[src/rtl/spart_pkg.sv]
// Shared SPART definitions: bus register map, transmit state encoding and
// the default oversample ratio used by the bit timers.
package spart_pkg;

    localparam logic [1:0] IOADDR_DATA    = 2'b00;
    localparam logic [1:0] IOADDR_STATUS  = 2'b01;
    localparam int         OVERSAMPLE_DEF = 16;

    typedef enum logic [2:0] {
        IDLE,
        START,
        DATA,
        PARITY,
        STOP
    } tx_state_t;

endpackage

[src/rtl/spart_bit_timer.sv]
// Counts brg_en oversample ticks and pulses bit_done on the tick that closes
// a bit time; clr holds the count at zero so the next bit starts fresh.
module spart_bit_timer
    import spart_pkg::*;
#(
    parameter int OVERSAMPLE = OVERSAMPLE_DEF
) (
    input  logic clk,
    input  logic rst,
    input  logic clr,
    input  logic tick,
    output logic bit_done
);

    localparam int            CW   = (OVERSAMPLE > 1) ? $clog2(OVERSAMPLE) : 1;
    localparam logic [CW-1:0] LAST = CW'(OVERSAMPLE - 1);

    logic [CW-1:0] tick_cnt;

    always_ff @(posedge clk) begin
        if (rst || clr) begin
            tick_cnt <= '0;
        end else if (tick) begin
            tick_cnt <= (tick_cnt == LAST) ? '0 : tick_cnt + 1'b1;
        end
    end

    assign bit_done = tick & (tick_cnt == LAST) & ~clr;

endmodule

[src/rtl/spart_tx.sv]
// SPART transmitter: one-byte buffer feeding a shift register, serialised as
// 8N1 on txd. Define SPART_TX_PARITY_EN to insert an even-parity bit.
module spart_tx
    import spart_pkg::*;
#(
    parameter int DATA_W     = 8,
    parameter int OVERSAMPLE = OVERSAMPLE_DEF
) (
    input  logic              clk,
    input  logic              rst,
    input  logic              iocs,
    input  logic              iorw,
    input  logic [1:0]        ioaddr,
    input  logic [DATA_W-1:0] databus,
    input  logic              brg_en,
    output logic              tbr,
    output logic              txd
);

    localparam int            BW       = (DATA_W > 1) ? $clog2(DATA_W) : 1;
    localparam logic [BW-1:0] LAST_BIT = BW'(DATA_W - 1);

    tx_state_t         state, state_d;
    logic              buf_full, buf_full_d;
    logic [DATA_W-1:0] tx_buf;
    logic [DATA_W-1:0] shreg, shreg_d;
    logic [BW-1:0]     bit_cnt, bit_cnt_d;
    logic              txd_d;
    logic              wr, accept, load;
    logic              timer_clr, bit_done;
`ifdef SPART_TX_PARITY_EN
    logic              parity_q;
`endif

    spart_bit_timer #(
        .OVERSAMPLE(OVERSAMPLE)
    ) u_bit_timer (
        .clk     (clk),
        .rst     (rst),
        .clr     (timer_clr),
        .tick    (brg_en),
        .bit_done(bit_done)
    );

    // A write landing on the same cycle as a load refills the buffer
    assign wr         = iocs & ~iorw & (ioaddr == IOADDR_DATA);
    assign accept     = wr & (~buf_full | load);
    assign buf_full_d = accept | (buf_full & ~load);
    assign timer_clr  = (state == IDLE);

    always_comb begin
        state_d   = state;
        shreg_d   = shreg;
        bit_cnt_d = bit_cnt;
        load      = 1'b0;
        txd_d     = 1'b1;

        case (state)
            IDLE: begin
                if (brg_en && buf_full) begin
                    load    = 1'b1;
                    state_d = START;
                end
            end
            START: begin
                if (bit_done) begin
                    state_d = DATA;
                end
            end
            DATA: begin
                if (bit_done) begin
                    shreg_d   = shreg >> 1;
                    bit_cnt_d = bit_cnt + 1'b1;
                    if (bit_cnt == LAST_BIT) begin
`ifdef SPART_TX_PARITY_EN
                        state_d = PARITY;
`else
                        state_d = STOP;
`endif
                    end
                end
            end
`ifdef SPART_TX_PARITY_EN
            PARITY: begin
                if (bit_done) begin
                    state_d = STOP;
                end
            end
`endif
            STOP: begin
                if (bit_done) begin
                    if (buf_full) begin
                        load    = 1'b1;
                        state_d = START;
                    end else begin
                        state_d = IDLE;
                    end
                end
            end
            default: state_d = IDLE;
        endcase

        if (load) begin
            shreg_d   = tx_buf;
            bit_cnt_d = '0;
        end

        // txd is registered from the next state so every edge lands on clk
        case (state_d)
            START:   txd_d = 1'b0;
            DATA:    txd_d = shreg_d[0];
`ifdef SPART_TX_PARITY_EN
            PARITY:  txd_d = parity_q;
`endif
            default: txd_d = 1'b1;
        endcase
    end

    always_ff @(posedge clk) begin
        if (rst) begin
            state    <= IDLE;
            buf_full <= 1'b0;
            bit_cnt  <= '0;
            txd      <= 1'b1;
            tbr      <= 1'b1;
        end else begin
            state    <= state_d;
            buf_full <= buf_full_d;
            bit_cnt  <= bit_cnt_d;
            txd      <= txd_d;
            tbr      <= ~buf_full_d;
        end
    end

    always_ff @(posedge clk) begin
        if (accept) begin
            tx_buf <= databus;
        end
        shreg <= shreg_d;
`ifdef SPART_TX_PARITY_EN
        if (load) begin
            parity_q <= ^tx_buf;
        end
`endif
    end

endmodule

[config.mk]
export PLATFORM = sky130hd
export DESIGN_NAME = spart_tx
export DESIGN_NICKNAME = d
export VERILOG_FILES = /design/src/rtl/spart_pkg.sv /design/src/rtl/spart_bit_timer.sv /design/src/rtl/spart_tx.sv
export SDC_FILE = /design/constraint.sdc
export NUM_CORES = 1
export LEC_CHECK = 0
export BUFFER_PORTS_ARGS = -buffer_cell sky130_fd_sc_hd__clkbuf_2
export CAP_MARGIN = 30
export CELL_PAD_IN_SITES_DETAIL_PLACEMENT = 1
export CELL_PAD_IN_SITES_GLOBAL_PLACEMENT = 1
export CORE_MARGIN = 2
export CORE_UTILIZATION = 44
export DETAILED_ROUTE_END_ITERATION = 10
export PLACE_DENSITY = 0.8
export REMOVE_ABC_BUFFERS = 1
export SLEW_MARGIN = 10
export SYNTH_ARGS = -nofsm -noshare
export SYNTH_HDL_FRONTEND = slang
export SYNTH_SLANG_ARGS = --single-unit
[constraint.sdc]
create_clock -name clk -period 2.3 [get_ports clk]
set_input_delay 0.46 -clock clk [delete_from_list [all_inputs] [get_ports clk]]
set_output_delay 0.46 -clock clk [all_outputs]
set_load 0.05 [all_outputs]
==> run_results.csv, run 1 <==
group,metric,value,unit
run_status,outcome,"completed",
clocking,cts_tree,"yes",
sta,fin_crit,1.933,ns
routing,vias,831,
cells_and_area,nets,133,
global_routing,met2_usage,21.85,%
global_routing,grt.overflow.total,0,
worst_setup_path,worstPathCellList,"ha_1, nand4_1, nor4_2, buf_4, mux2i_1, nor3_1",
worst_setup_path,worstPathMaxFanout,8,
power_and_ir_drop,p_int,0.6833,mW
power_and_ir_drop,p_leak,0.5184,nW
sta,timing.fmax,517.3,MHz
synth,ys.flop_type,"edfxtp_1",
placed_design,numPortBuffers,16,
clocking,cts_buffers,5,
power_and_ir_drop,power.share.clock,31.8,%
cells_and_area,drive_gt1_share,27.59,%
routing,drtAntennaViolNets,0,
floorplan,die_w,56.17,um
synth,synth_edf_count,15,
power_and_ir_drop,combPwrFrac,4.5,%
sta,rsz0062_at_grt,"false",
floorplan,rows,18,
worst_setup_path,worst-path-buf-inv,1,
floorplan,die_area,3155,um2
synth,seq_area_frac_synth,61.02,%
floorplan,coreArea,2522,um2
power_and_ir_drop,p_sw,0.1848,mW
global_routing,antenna_found_initial,0,
floorplan,start_util,47.47,%
sta,finalSetupTns,0,ns
power_and_ir_drop,switching_share,21.29,%
placed_design,place_hpwl,1711,um
global_routing,met1_usage,24.29,%
global_routing,busiest_layer,"met1",
worst_setup_path,slowest_stage,"nor4_2",
clocking,post_cts_buffers,0,
worst_setup_path,cp-start-kind,"flip-flop",
power_and_ir_drop,powerDensity,647.2,nW/um2
worst_setup_path,reg2reg_slack,0.37,ns
global_routing,grt_use_met3,5.116,%
sta,worst_slew_pin_slew,0.5544,ns
hold_path,hp-class,"input port to flip-flop",
cells_and_area,fill_cells,290,
clocking,cts.sinks,29,
routing,routed_via_density,5.692,
cells_and_area,final_area,1341,um2
cells_and_area,diodes,0,
routing,drt-pass1-iter-count,4,
clocking,cts_root_buf,"clkbuf_4",
worst_setup_path,arrival,2.12,ns
synth,yosysUniqueCellTypes,34,
worst_setup_path,critical_path_class,"flip-flop to flip-flop",
clocking,clkTransAtPathRegs,0.08,ns
worst_setup_path,cp.required,2.49,ns
sta,setup_viol,0,
synth,syn_inst,95,
synth,mappedNetlistArea,1197,um2
synth,synth-seq-cells,29,
routing,route.detailed.drc,0,
routing,routedWlPerCell,15.36,um
global_routing,first_global_vias,794,
clocking,cts-resized-gates,0,
placed_design,gp_congestion,0.8838,
sta,clock_skew,0.007087,ns
clocking,insertion_delay,0.31,ns
floorplan,dieHeight,56.17,um
clocking,postCtsHoldBufs,0,
sta,final.period_utilization,84.05,%
power_and_ir_drop,p_seq_share,63.7,%
power_and_ir_drop,ir_drop,0.0005216,V
global_routing,track_usage,15.93,%
routing,drtIter0Drc,20,
sta,drv_slew,0,
sta,final_hold_viol_count,0,
clocking,htree_levels,2,
global_routing,grt_max_degree,14,
placed_design,dpl-instance-area,1290,um2
synth,async_flop_share,0,%
worst_setup_path,cp_top_family,"simple AND/OR/NAND/NOR gates",
run,maxCapViolCount,0,
worst_setup_path,slowest_delay,0.45,ns
clocking,cts.path.max_buffers,2,
sta,slew_headroom,62.73,%
cells_and_area,synthToLayoutAreaGrowth,12.02,%
synth,yosysWarningCount,0,
synth,synth_area_per_cell,12.60,um2
floorplan,ioPinCount,17,
routing,wl,2243,um
worst_setup_path,cp-end-kind,"flip-flop",
global_routing,grt_pass1_wl,3801,um
Yosys cell counts (2+ instances only):
| master | number | share of area [%] |
|---|---|---|
| a211oi_1 | 2 | 1.3 |
| a21o_1 | 2 | 1.3 |
| a21oi_1 | 5 | 2.1 |
| a22o_1 | 6 | 4.4 |
| and2_1 | 2 | 1.0 |
| buf_6 | 2 | 1.9 |
| dfxtp_1 | 14 | 23 |
| edfxtp_1 | 15 | 38 |
| ha_1 | 3 | 3.1 |
| inv_1 | 3 | 0.94 |
| mux2i_1 | 4 | 3.3 |
| nand2_1 | 3 | 0.94 |
| nand3_1 | 3 | 1.3 |
| nand4_1 | 2 | 1.0 |
| nor2_1 | 6 | 1.9 |
| nor3_1 | 4 | 1.7 |
| o21ai_0 | 2 | 0.84 |
worst reg2reg max path: cells and delay by family, from the launching register on:
| family | cells | cell delay [ns] |
|---|---|---|
| simple gates | 3 | 0.68 |
| flops | 1 | 0.40 |
| fa+ha+maj | 1 | 0.27 |
| buf+inv | 1 | 0.27 |
| mux | 1 | 0.20 |
state kept, by name (all words and copies together), names as in the netlist:
signal,count
tx_buf,8
u_bit_timer.tick_cnt,4
shreg,8
state,3
txd,1
buf_full,1
tbr,1
bit_cnt,3
metrics by stage:
step / power, mW / hold slack, ns / util (%) / setup WS [ns] / instances
3_3_place_gp: 0.6027 / 0.4485 / 51.14 / 0.4456 / 138
2_1_floorplan: 0.5818 / 0.4178 / - / 0.3022 / 90
5_1_grt: 0.9054 / 0.3002 / 53.17 / 0.1879 / 146
4_1_cts: 0.8786 / 0.3120 / 53.17 / 0.4014 / 146
6_report: 0.8681 / 0.3248 / 53.17 / 0.3667 / 146
3_5_place_dp: 0.6044 / 0.4634 / 51.14 / 0.4121 / 138
area by class of cell:
| class | count | area, um2 | area share [%] |
|---|---|---|---|
| sequential | 29 | 730.7 | 54.48 |
| clock inverter | 2 | 10.01 | 0.7463 |
| timing repair buffer | 18 | 95.09 | 7.090 |
| clock buffer | 6 | 41.29 | 3.078 |
| tap | 30 | 37.54 | 2.798 |
| inverter | 3 | 11.26 | 0.8395 |
| multi-input combinational | 58 | 415.4 | 30.97 |
path summary, 6_finish.rpt:
path | from | to | depth (start not counted)
worst max-delay path | u_bit_timer.tick_cnt[0] | bit_cnt[1] | 6
worst min-delay path | databus[4] | tx_buf[4] | 1
worst max register to register | u_bit_timer.tick_cnt[0] | bit_cnt[1] | 6
worst min register to register | tx_buf[0] | shreg[0] | 2
power by group through the flow:
stage / registers (mW) / logic, mW / clock network, mW
after floorplan: 0.567 / 0.0148 / 0
after global placement: 0.565 / 0.0374 / 0
after detailed placement: 0.565 / 0.0390 / 0
after CTS: 0.554 / 0.0392 / 0.286
after global routing: 0.554 / 0.0443 / 0.307
final: 0.553 / 0.0387 / 0.276
placed cells by master (no fill, tap or decap), types with 3 or more instances in the layout:
master    instances
mux2i_1           4
a21oi_1           5
ha_1              3
nand2_1           3
nor2_1            6
nand3_1           3
edfxtp_1         15
dfxtp_1          14
clkbuf_4          5
clkbuf_2         16
inv_1             3
a22o_1            6
nor3_1            4
routing by layer:
metal	part of all wire (%)	vias up
li1	-	397
met1	52	404
met2	41	28
met3	6.3	2
met4	0.40	0
met5	0	-
kinds of logic (layout without fill, tap and decap cells):
| kind of cell | count (synthesis) | in the layout | synth area share, % |
|---|---|---|---|
| flip-flops | 29 | 29 | 61.02 |
| buffers and inverters | 8 | 29 | 4.283 |
| adder cells (fa/ha/maj) | 3 | 3 | 3.135 |
| AO/OA/AOI/OAI | 23 | 23 | 14.11 |
| XOR/XNOR | 2 | 2 | 1.463 |
| multiplexers | 4 | 4 | 3.344 |
| AND/OR/NAND/NOR | 26 | 26 | 12.64 |
Power figures use the tool's default switching activity.
==> run 2, diff against run 1 <==
--- a/config.mk
+++ b/config.mk
@@ -5,14 +5,15 @@
 export SDC_FILE = /design/constraint.sdc
 export NUM_CORES = 1
 export LEC_CHECK = 0
+export ABC_AREA = 1
 export BUFFER_PORTS_ARGS = -buffer_cell sky130_fd_sc_hd__clkbuf_2
 export CAP_MARGIN = 30
 export CELL_PAD_IN_SITES_DETAIL_PLACEMENT = 1
 export CELL_PAD_IN_SITES_GLOBAL_PLACEMENT = 1
 export CORE_MARGIN = 2
-export CORE_UTILIZATION = 44
+export CORE_UTILIZATION = 38
 export DETAILED_ROUTE_END_ITERATION = 10
-export PLACE_DENSITY = 0.8
+export PLACE_DENSITY = 0.77
 export REMOVE_ABC_BUFFERS = 1
 export SLEW_MARGIN = 10
 export SYNTH_ARGS = -nofsm -noshare
==> constraint.sdc (replaced) <==
create_clock -name clk -period 1.7 [get_ports clk]
set_input_delay 0.34 -clock clk [delete_from_list [all_inputs] [get_ports clk]]
set_output_delay 0.34 -clock clk [all_outputs]
set_load 0.05 [all_outputs]
==> run 2 against run 1 <==
Against the previous run:
- routed wire length up 18%
- global-route usage up 0.84 points
- area after synthesis up 6.4%
- largest cell class unchanged
- total power up 41%
- die area up 21%
==> run_results.csv, run 2 <==
group,metric,value,unit
cells_and_area,diodes,0,
sta,slew_headroom,81.30,%
synth,synth_top_area_share,35.36,%
synth,ys.flop_type,"edfxtp_1",
clocking,clkTransAtPathRegs,0.09,ns
placed_design,gp_congestion,0.8040,
power_and_ir_drop,power.share.clock,32.1,%
cells_and_area,final_cell_mix,"42 x nand2_1, 16 x clkbuf_2, 15 x edfxtp_1, 13 x inv_1, 12 x dfxtp_1",
power_and_ir_drop,p_leak,0.6756,nW
sta,setup_viol,0,
clocking,cts_buffers,5,
sta,drv_slew,0,
routing,routedWlPerCell,12.60,um
synth,yosys.area.top_type,"edfxtp_1",
sta,finalSetupTns,0,ns
power_and_ir_drop,combPwrFrac,5.8,%
cells_and_area,synthToLayoutAreaGrowth,16.31,%
sta,rsz0062_at_grt,"false",
synth,synthAdderAreaFrac,2.947,%
routing,wl,2645,um
synth,yosysWarningCount,0,
synth,synth_top_family_by_area,"simple AND/OR/NAND/NOR gates",
floorplan,rows,21,
synth,synth-seq-cells,29,
hold_path,hold_depth,1,
placed_design,place_hpwl,1993,um
cells_and_area,final_common_cell,"nand2_1",
power_and_ir_drop,switching_share,23.08,%
floorplan,ioPinCount,17,
floorplan,die_area,3831,um2
synth,yosys.cell_count.top_type,"nand2_1",
global_routing,first_global_vias,985,
cells_and_area,nets,181,
synth,synthSimpleGateAreaFrac,29.37,%
sta,worst_slew_pin_slew,0.2801,ns
run_status,outcome,"completed",
hold_path,min_from,"databus[3]",
power_and_ir_drop,ir_drop,0.0004513,V
hold_path,hp-class,"input port to flip-flop",
global_routing,track_usage,16.77,%
sta,clock_skew,0.004321,ns
routing,vias,974,
worst_setup_path,cp-start-kind,"flip-flop",
synth,synth_edf_count,15,
sta,final.period_utilization,89.51,%
sta,fin_crit,1.522,ns
synth,syn_inst,139,
worst_setup_path,reg2reg_slack,0.18,ns
clocking,cts.path.max_buffers,2,
synth,async_flop_share,0,%
power_and_ir_drop,p_sw,0.2817,mW
worst_setup_path,worst-path-buf-inv,1,
global_routing,grt.overflow.total,0,
global_routing,grt_pass1_wl,4498,um
floorplan,dieHeight,61.90,um
synth,seq_area_frac_synth,57.37,%
synth,synth-compound-area-share,3.635,%
worst_setup_path,slowest_delay,0.38,ns
routing,routed_via_density,4.638,
cells_and_area,drive_gt1_share,26.22,%
clocking,insertion_delay,0.33,ns
sta,timing.fmax,657.2,MHz
worst_setup_path,worst-path-stages,9,
worst_setup_path,crit_start,"u_bit_timer.tick_cnt[0]",
synth,mappedNetlistArea,1274,um2
clocking,post_cts_buffers,0,
cells_and_area,largestRegisters,"shreg: 8 flops, tx_buf: 8 flops, u_bit_timer.tick_cnt: 4 flops",
synth,synth-xor-area-share,0,%
global_routing,antenna_found_initial,0,
placed_design,numPortBuffers,16,
floorplan,die_w,61.90,um
clocking,postCtsHoldBufs,0,
power_and_ir_drop,power,1.221,mW
worst_setup_path,rr_worst_depth,9,
sta,whs,0.1809,ns
synth,ys_top_cells_by_count,"43 x nand2_1, 15 x edfxtp_1, 14 x dfxtp_1, 14 x inv_1, 10 x nand3_1",
synth,yosysUniqueCellTypes,22,
clocking,cts.sinks,29,
routing,drtAntennaViolNets,0,
clocking,htree_levels,2,
worst_setup_path,cp_top_family,"simple AND/OR/NAND/NOR gates",
floorplan,coreArea,3284,um2
floorplan,start_util,38.78,%
worst_setup_path,worstPathMaxFanout,8,
worst_setup_path,slowest_stage,"dfxtp_2",
worst_setup_path,cp-end-kind,"flip-flop",
routing,drt-pass1-iter-count,4,
worst_setup_path,cp.required,1.74,ns
run,maxCapViolCount,0,
worst_setup_path,worstPathCellList,"ha_4, nand2_4, nor2_4, nand2_2, nand2_2, nand2_4, nand2_2, nand3_1, inv_2",
synth,netlist_top_cells_area,"edfxtp_1 35%, dfxtp_1 22%, nand2_1 13%",
cells_and_area,fill_cells,401,
power_and_ir_drop,p_int,0.9391,mW
sta,fin_ws,0.1783,ns
power_and_ir_drop,p_seq_share,62.1,%
power_and_ir_drop,powerDensity,824.1,nW/um2
worst_setup_path,arrival,1.56,ns
sta,final_hold_viol_count,0,
worst_setup_path,r2r-start,"u_bit_timer.tick_cnt[0]",
synth,synth_area_per_cell,9.163,um2
clocking,cts_root_buf,"clkbuf_4",
worst_setup_path,critical_path_class,"flip-flop to flip-flop",
clocking,cts_tree,"yes",
synth,muxShareOfSynthArea,0.7859,%
placed_design,pre_cts_ws,-0.02063,ns
routing,drtIter0Drc,19,
routing,route.detailed.drc,0,
global_routing,grt_max_degree,10,
worst_setup_path,crit_top_cell,"nand2_2",
==> run 2: path summary, 6_finish.rpt <==
path / to
worst max register to register: tx_buf[3]
worst min-delay path: tx_buf[3]
worst min register to register: bit_cnt[1]
worst max-delay path: tx_buf[3]
==> run 2: cells by family (layout without fill, tap and decap cells) <==
| group | count (synthesis) | after routing |
|---|---|---|
| AOI/OAI and AO/OA | 8 | 8 |
| adders and majority gates | 3 | 3 |
| buffers and inverters | 18 | 43 |
| DFF | 29 | 29 |
| muxes | 1 | 1 |
| and+or+nand+nor | 80 | 80 |
==> run 2: layer usage <==
layer | part of all wire, % | wire, um | GRT usage [%] | up-vias
li1 | - | - | - | 494
met1 | 45 | 1178 | 20.34 | 452
met2 | 49 | 1285 | 26.62 | 18
met3 | 3.8 | 100 | 4.555 | 10
met4 | 3.1 | 81 | 10.03 | 0
met5 | 0 | 0 | 0 | -
==> run 2: cell type report <==
| class | instances | area (um2) | area share, % |
|---|---|---|---|
| multi-input combinational | 92 | 483.0 | 32.60 |
| clock inverter | 1 | 3.754 | 0.2534 |
| tap | 46 | 57.56 | 3.885 |
| sequential | 29 | 733.2 | 49.49 |
| inverter | 17 | 63.81 | 4.307 |
| clock buffer | 7 | 45.04 | 3.041 |
| timing repair buffer | 18 | 95.09 | 6.419 |
==> run 2: repair_timing <==
item,in CTS,in global routing
gates cloned,0,0
pin swaps,0,0
setup endpoints to repair,8,15
endpoints found under the hold margin,0,0
resized for setup,1,5
==> run 2: through the flow <==
| step | utilization [%] | instances | area (um2) |
|---|---|---|---|
| after floorplan | - | 138 | 1262 |
| after global placement | 43.09 | 202 | 1415 |
| after detailed placement | 43.09 | 202 | 1415 |
| after CTS | 44.57 | 210 | 1464 |
| after global routing | 45.10 | 210 | 1481 |
| final | 45.10 | 210 | 1481 |
==> run 2: power by group through the flow <==
stage | registers (mW) | logic, mW | clock network [mW]
global route | 0.760 | 0.0816 | 0.429
CTS | 0.758 | 0.0715 | 0.403
global placement | 0.774 | 0.0674 | 0
finish | 0.758 | 0.0708 | 0.391
detailed placement | 0.775 | 0.0704 | 0
floorplan | 0.778 | 0.0364 | 0
==> run 3, diff against run 2 <==
--- a/config.mk
+++ b/config.mk
@@ -6,6 +6,7 @@
 export NUM_CORES = 1
 export LEC_CHECK = 0
 export ABC_AREA = 1
+export ABC_CLOCK_PERIOD_IN_PS = 1700
 export BUFFER_PORTS_ARGS = -buffer_cell sky130_fd_sc_hd__clkbuf_2
 export CAP_MARGIN = 30
 export CELL_PAD_IN_SITES_DETAIL_PLACEMENT = 1
@@ -18,4 +19,5 @@
 export SLEW_MARGIN = 10
 export SYNTH_ARGS = -nofsm -noshare
 export SYNTH_HDL_FRONTEND = slang
+export SYNTH_HIERARCHICAL = 1
 export SYNTH_SLANG_ARGS = --single-unit
==> run 3 against run 2 <==
Against the previous run:
- clock power is 40% higher
- setup slack worse by 0.14 ns
- sequential power is essentially flat
- sequential cell count did not move
- via count grew 5.0%
- largest cell class unchanged
- largest power group unchanged
==> run_results.csv, run 3 <==
group,metric,value,unit
cells_and_area,fill_cells,383,
synth,netlist_top_cells_area,"edfxtp_1 36%, dfxtp_1 22%, nand2_1 13%",
worst_setup_path,critical_path_class,"flip-flop to flip-flop",
worst_setup_path,crit_top_cell,"nand2_4",
routing,drt-pass1-iter-count,4,
synth,synth-seq-cells,29,
worst_setup_path,cp-end-kind,"flip-flop",
worst_setup_path,reg2reg_slack,0.04,ns
hold_path,hp-class,"input port to flip-flop",
floorplan,rows,20,
worst_setup_path,cp_top_family,"simple AND/OR/NAND/NOR gates",
sta,final_hold_viol_count,0,
cells_and_area,largestRegisters,"shreg: 8 flops, tx_buf: 8 flops, u_bit_timer/tick_cnt: 4 flops",
clocking,htree_levels,2,
clocking,cts.sinks,29,
routing,wl_met3,143,um
placed_design,place_inst,212,
power_and_ir_drop,switching_share,21.86,%
synth,yosysUniqueCellTypes,24,
floorplan,coreArea,3103,um2
hold_path,hold_end,"tx_buf[7]",
sta,clock_skew,0.008811,ns
synth,yosys.cell_count.top_type,"nand2_1",
worst_setup_path,rr_worst_depth,9,
worst_setup_path,worst-path-buf-inv,2,
placed_design,place_hpwl,2017,um
clocking,cts_tree,"yes",
routing,routed_via_density,4.650,
worst_setup_path,slowest_stage,"dfxtp_2",
synth,syn_inst,136,
routing,drtAntennaViolNets,0,
global_routing,first_global_vias,1050,
sta,timing.fmax,603.0,MHz
global_routing,grt_max_degree,10,
cells_and_area,final_area,1660,um2
floorplan,die_w,61.76,um
floorplan,dieHeight,61.76,um
routing,route.detailed.drc,0,
cells_and_area,diodes,0,
sta,rsz0062_at_grt,"true",
synth,synth_edf_count,15,
sta,final.period_utilization,97.55,%
worst_setup_path,worst_r2r_endpoint,"tx_buf[6]",
cells_and_area,drive_gt1_share,36.93,%
sta,fin_crit,1.658,ns
clocking,post_cts_buffers,0,
sta,worst_slew_pin_slew,0.3483,ns
synth,ys.flop_type,"edfxtp_1",
cells_and_area,synthToLayoutAreaGrowth,31.00,%
sta,slew_headroom,76.60,%
synth,synth_area_per_cell,9.320,um2
run_status,outcome,"completed",
power_and_ir_drop,combPwrFrac,6.9,%
floorplan,ioPinCount,17,
synth,yosysWarningCount,6,
routing,drtIter0Drc,23,
placed_design,gp_congestion,0.7711,
routing,wl_met1,1132,um
cells_and_area,final_common_cell,"nand2_1",
routing,wl_met2,1474,um
synth,ys_top_cells_by_count,"43 x nand2_1, 16 x inv_1, 15 x edfxtp_1",
clocking,clkTransAtPathRegs,0.10,ns
routing,vias,1023,
power_and_ir_drop,p_leak,0.7484,nW
synth,mappedNetlistArea,1267,um2
floorplan,start_util,40.85,%
worst_setup_path,cp.required,1.73,ns
synth,seq_area_frac_synth,57.65,%
clocking,insertion_delay,0.33,ns
global_routing,antenna_found_initial,0,
worst_setup_path,worstPathCellList,"ha_4, nand2_4, nor3_4, nand2_1, inv_1, nand3_2, nand2_4, o21bai_1, inv_2",
routing,highest_layer,"met4",
cells_and_area,fin_cells,220,
power_and_ir_drop,p_sw,0.3067,mW
global_routing,grt.overflow.total,0,
sta,setup_viol,0,
floorplan,die_area,3814,um2
worst_setup_path,arrival,1.69,ns
clocking,cts.path.max_buffers,2,
power_and_ir_drop,ir_drop,0.0006906,V
routing,routedWlPerCell,12.68,um
run,maxCapViolCount,0,
clocking,cts_buffers,5,
worst_setup_path,worstPathMaxFanout,8,
global_routing,track_usage,17.93,%
worst_setup_path,r2r-start,"u_bit_timer/tick_cnt[0]",
clocking,cts_root_buf,"clkbuf_4",
power_and_ir_drop,p_seq_share,54.0,%
sta,drv_slew,0,
cells_and_area,final_cell_mix,"37 x nand2_1, 16 x clkbuf_2, 16 x buf_4, 15 x edfxtp_1, 14 x inv_1",
power_and_ir_drop,powerDensity,845.2,nW/um2
synth,async_flop_share,0,%
power_and_ir_drop,p_int,1.097,mW
power_and_ir_drop,power.share.clock,39.1,%
routing,wl,2789,um
worst_setup_path,cp-start-kind,"flip-flop",
clocking,postCtsHoldBufs,0,
cells_and_area,nets,193,
global_routing,grt_pass1_wl,4678,um
hold_path,min_from,"databus[7]",
synth,synth_top_area_share,35.54,%
placed_design,dpl-instance-area,1515,um2
worst_setup_path,slowest_delay,0.37,ns
synth,yosys.area.top_type,"edfxtp_1",
placed_design,numPortBuffers,16,
hold_path,hold_depth,1,
run 3: changes by cell type after synthesis, sizes merged, moves of 2 or more:
cell,change
nand2,-4
nand3,-4
nand4,-2
nor2,+3
xnor2,+2
run 3: worst max path at each step:
stage | slack, ns | startpoint | depth (start not counted) | end
final | 0.04 | u_bit_timer/tick_cnt[0] | 9 | tx_buf[6]
after detailed placement | -0.33 | u_bit_timer/tick_cnt[1] | 9 | tx_buf[6]
after global placement | -0.21 | u_bit_timer/tick_cnt[0] | 9 | tx_buf[3]
after floorplan | -0.24 | u_bit_timer/tick_cnt[0] | 9 | tx_buf[0]
after global routing | -0.10 | u_bit_timer/tick_cnt[0] | 9 | tx_buf[6]
after CTS | 0.02 | u_bit_timer/tick_cnt[0] | 9 | tx_buf[6]
run 3: timing repair:
item,in CTS,in global routing
gates cloned,0,0
resized for setup,11,11
endpoints found under the setup margin,32,19
pin swaps,2,0
run 3: power by group through the flow:
| stage | registers [mW] | logic [mW] | clock network, mW |
|---|---|---|---|
| after floorplan | 0.775 | 0.0467 | 0 |
| after global placement | 0.770 | 0.0835 | 0 |
| after detailed placement | 0.772 | 0.0868 | 0 |
| after CTS | 0.756 | 0.0902 | 0.564 |
| after global routing | 0.759 | 0.109 | 0.606 |
| final | 0.758 | 0.0972 | 0.548 |
run 3: metal layers:
metal | track usage (%) | vias up
li1 | - | 511
met1 | 21.03 | 481
met2 | 28.87 | 27
met3 | 6.625 | 4
met4 | 9.119 | 0
met5 | 0 | -
run 3: layout make-up:
| cell class | count | area, um2 | share of cell area (%) |
|---|---|---|---|
| Clock buffer | 6 | 41.29 | 2.487 |
| Inverter | 17 | 68.82 | 4.145 |
| Sequential cell | 29 | 733.2 | 44.16 |
| Clock inverter | 2 | 33.78 | 2.035 |
| Timing Repair Buffer | 33 | 211.5 | 12.74 |
| Tap cell | 44 | 55.05 | 3.316 |
| Multi-Input combinational cell | 89 | 516.7 | 31.12 |
run 3: logic make-up after synthesis:
| logic type | after synthesis | synth area share, % |
|---|---|---|
| fa+ha+maj | 3 | 2.962 |
| compound gates | 9 | 4.245 |
| xor+xnor | 2 | 1.382 |
| buf+inv | 18 | 6.614 |
| flops | 29 | 57.65 |
| simple gates | 75 | 27.15 |
run 3: metrics by stage:
| stage | util (%) | setup WS (ns) | hold WS (ns) | setup TNS, ns | power, mW |
|---|---|---|---|---|---|
| 2_1_floorplan | - | -0.2429 | 0.4091 | -3.598 | 0.8214 |
| 3_3_place_gp | 48.83 | -0.2072 | 0.4486 | -2.931 | 0.8538 |
| 3_5_place_dp | 48.83 | -0.3271 | 0.4622 | -6.271 | 0.8585 |
| 4_1_cts | 52.42 | 0.01560 | 0.1638 | 0 | 1.410 |
| 5_1_grt | 53.51 | -0.1020 | 0.1511 | -0.8586 | 1.473 |
| 6_report | 53.51 | 0.04161 | 0.1837 | 0 | 1.403 |
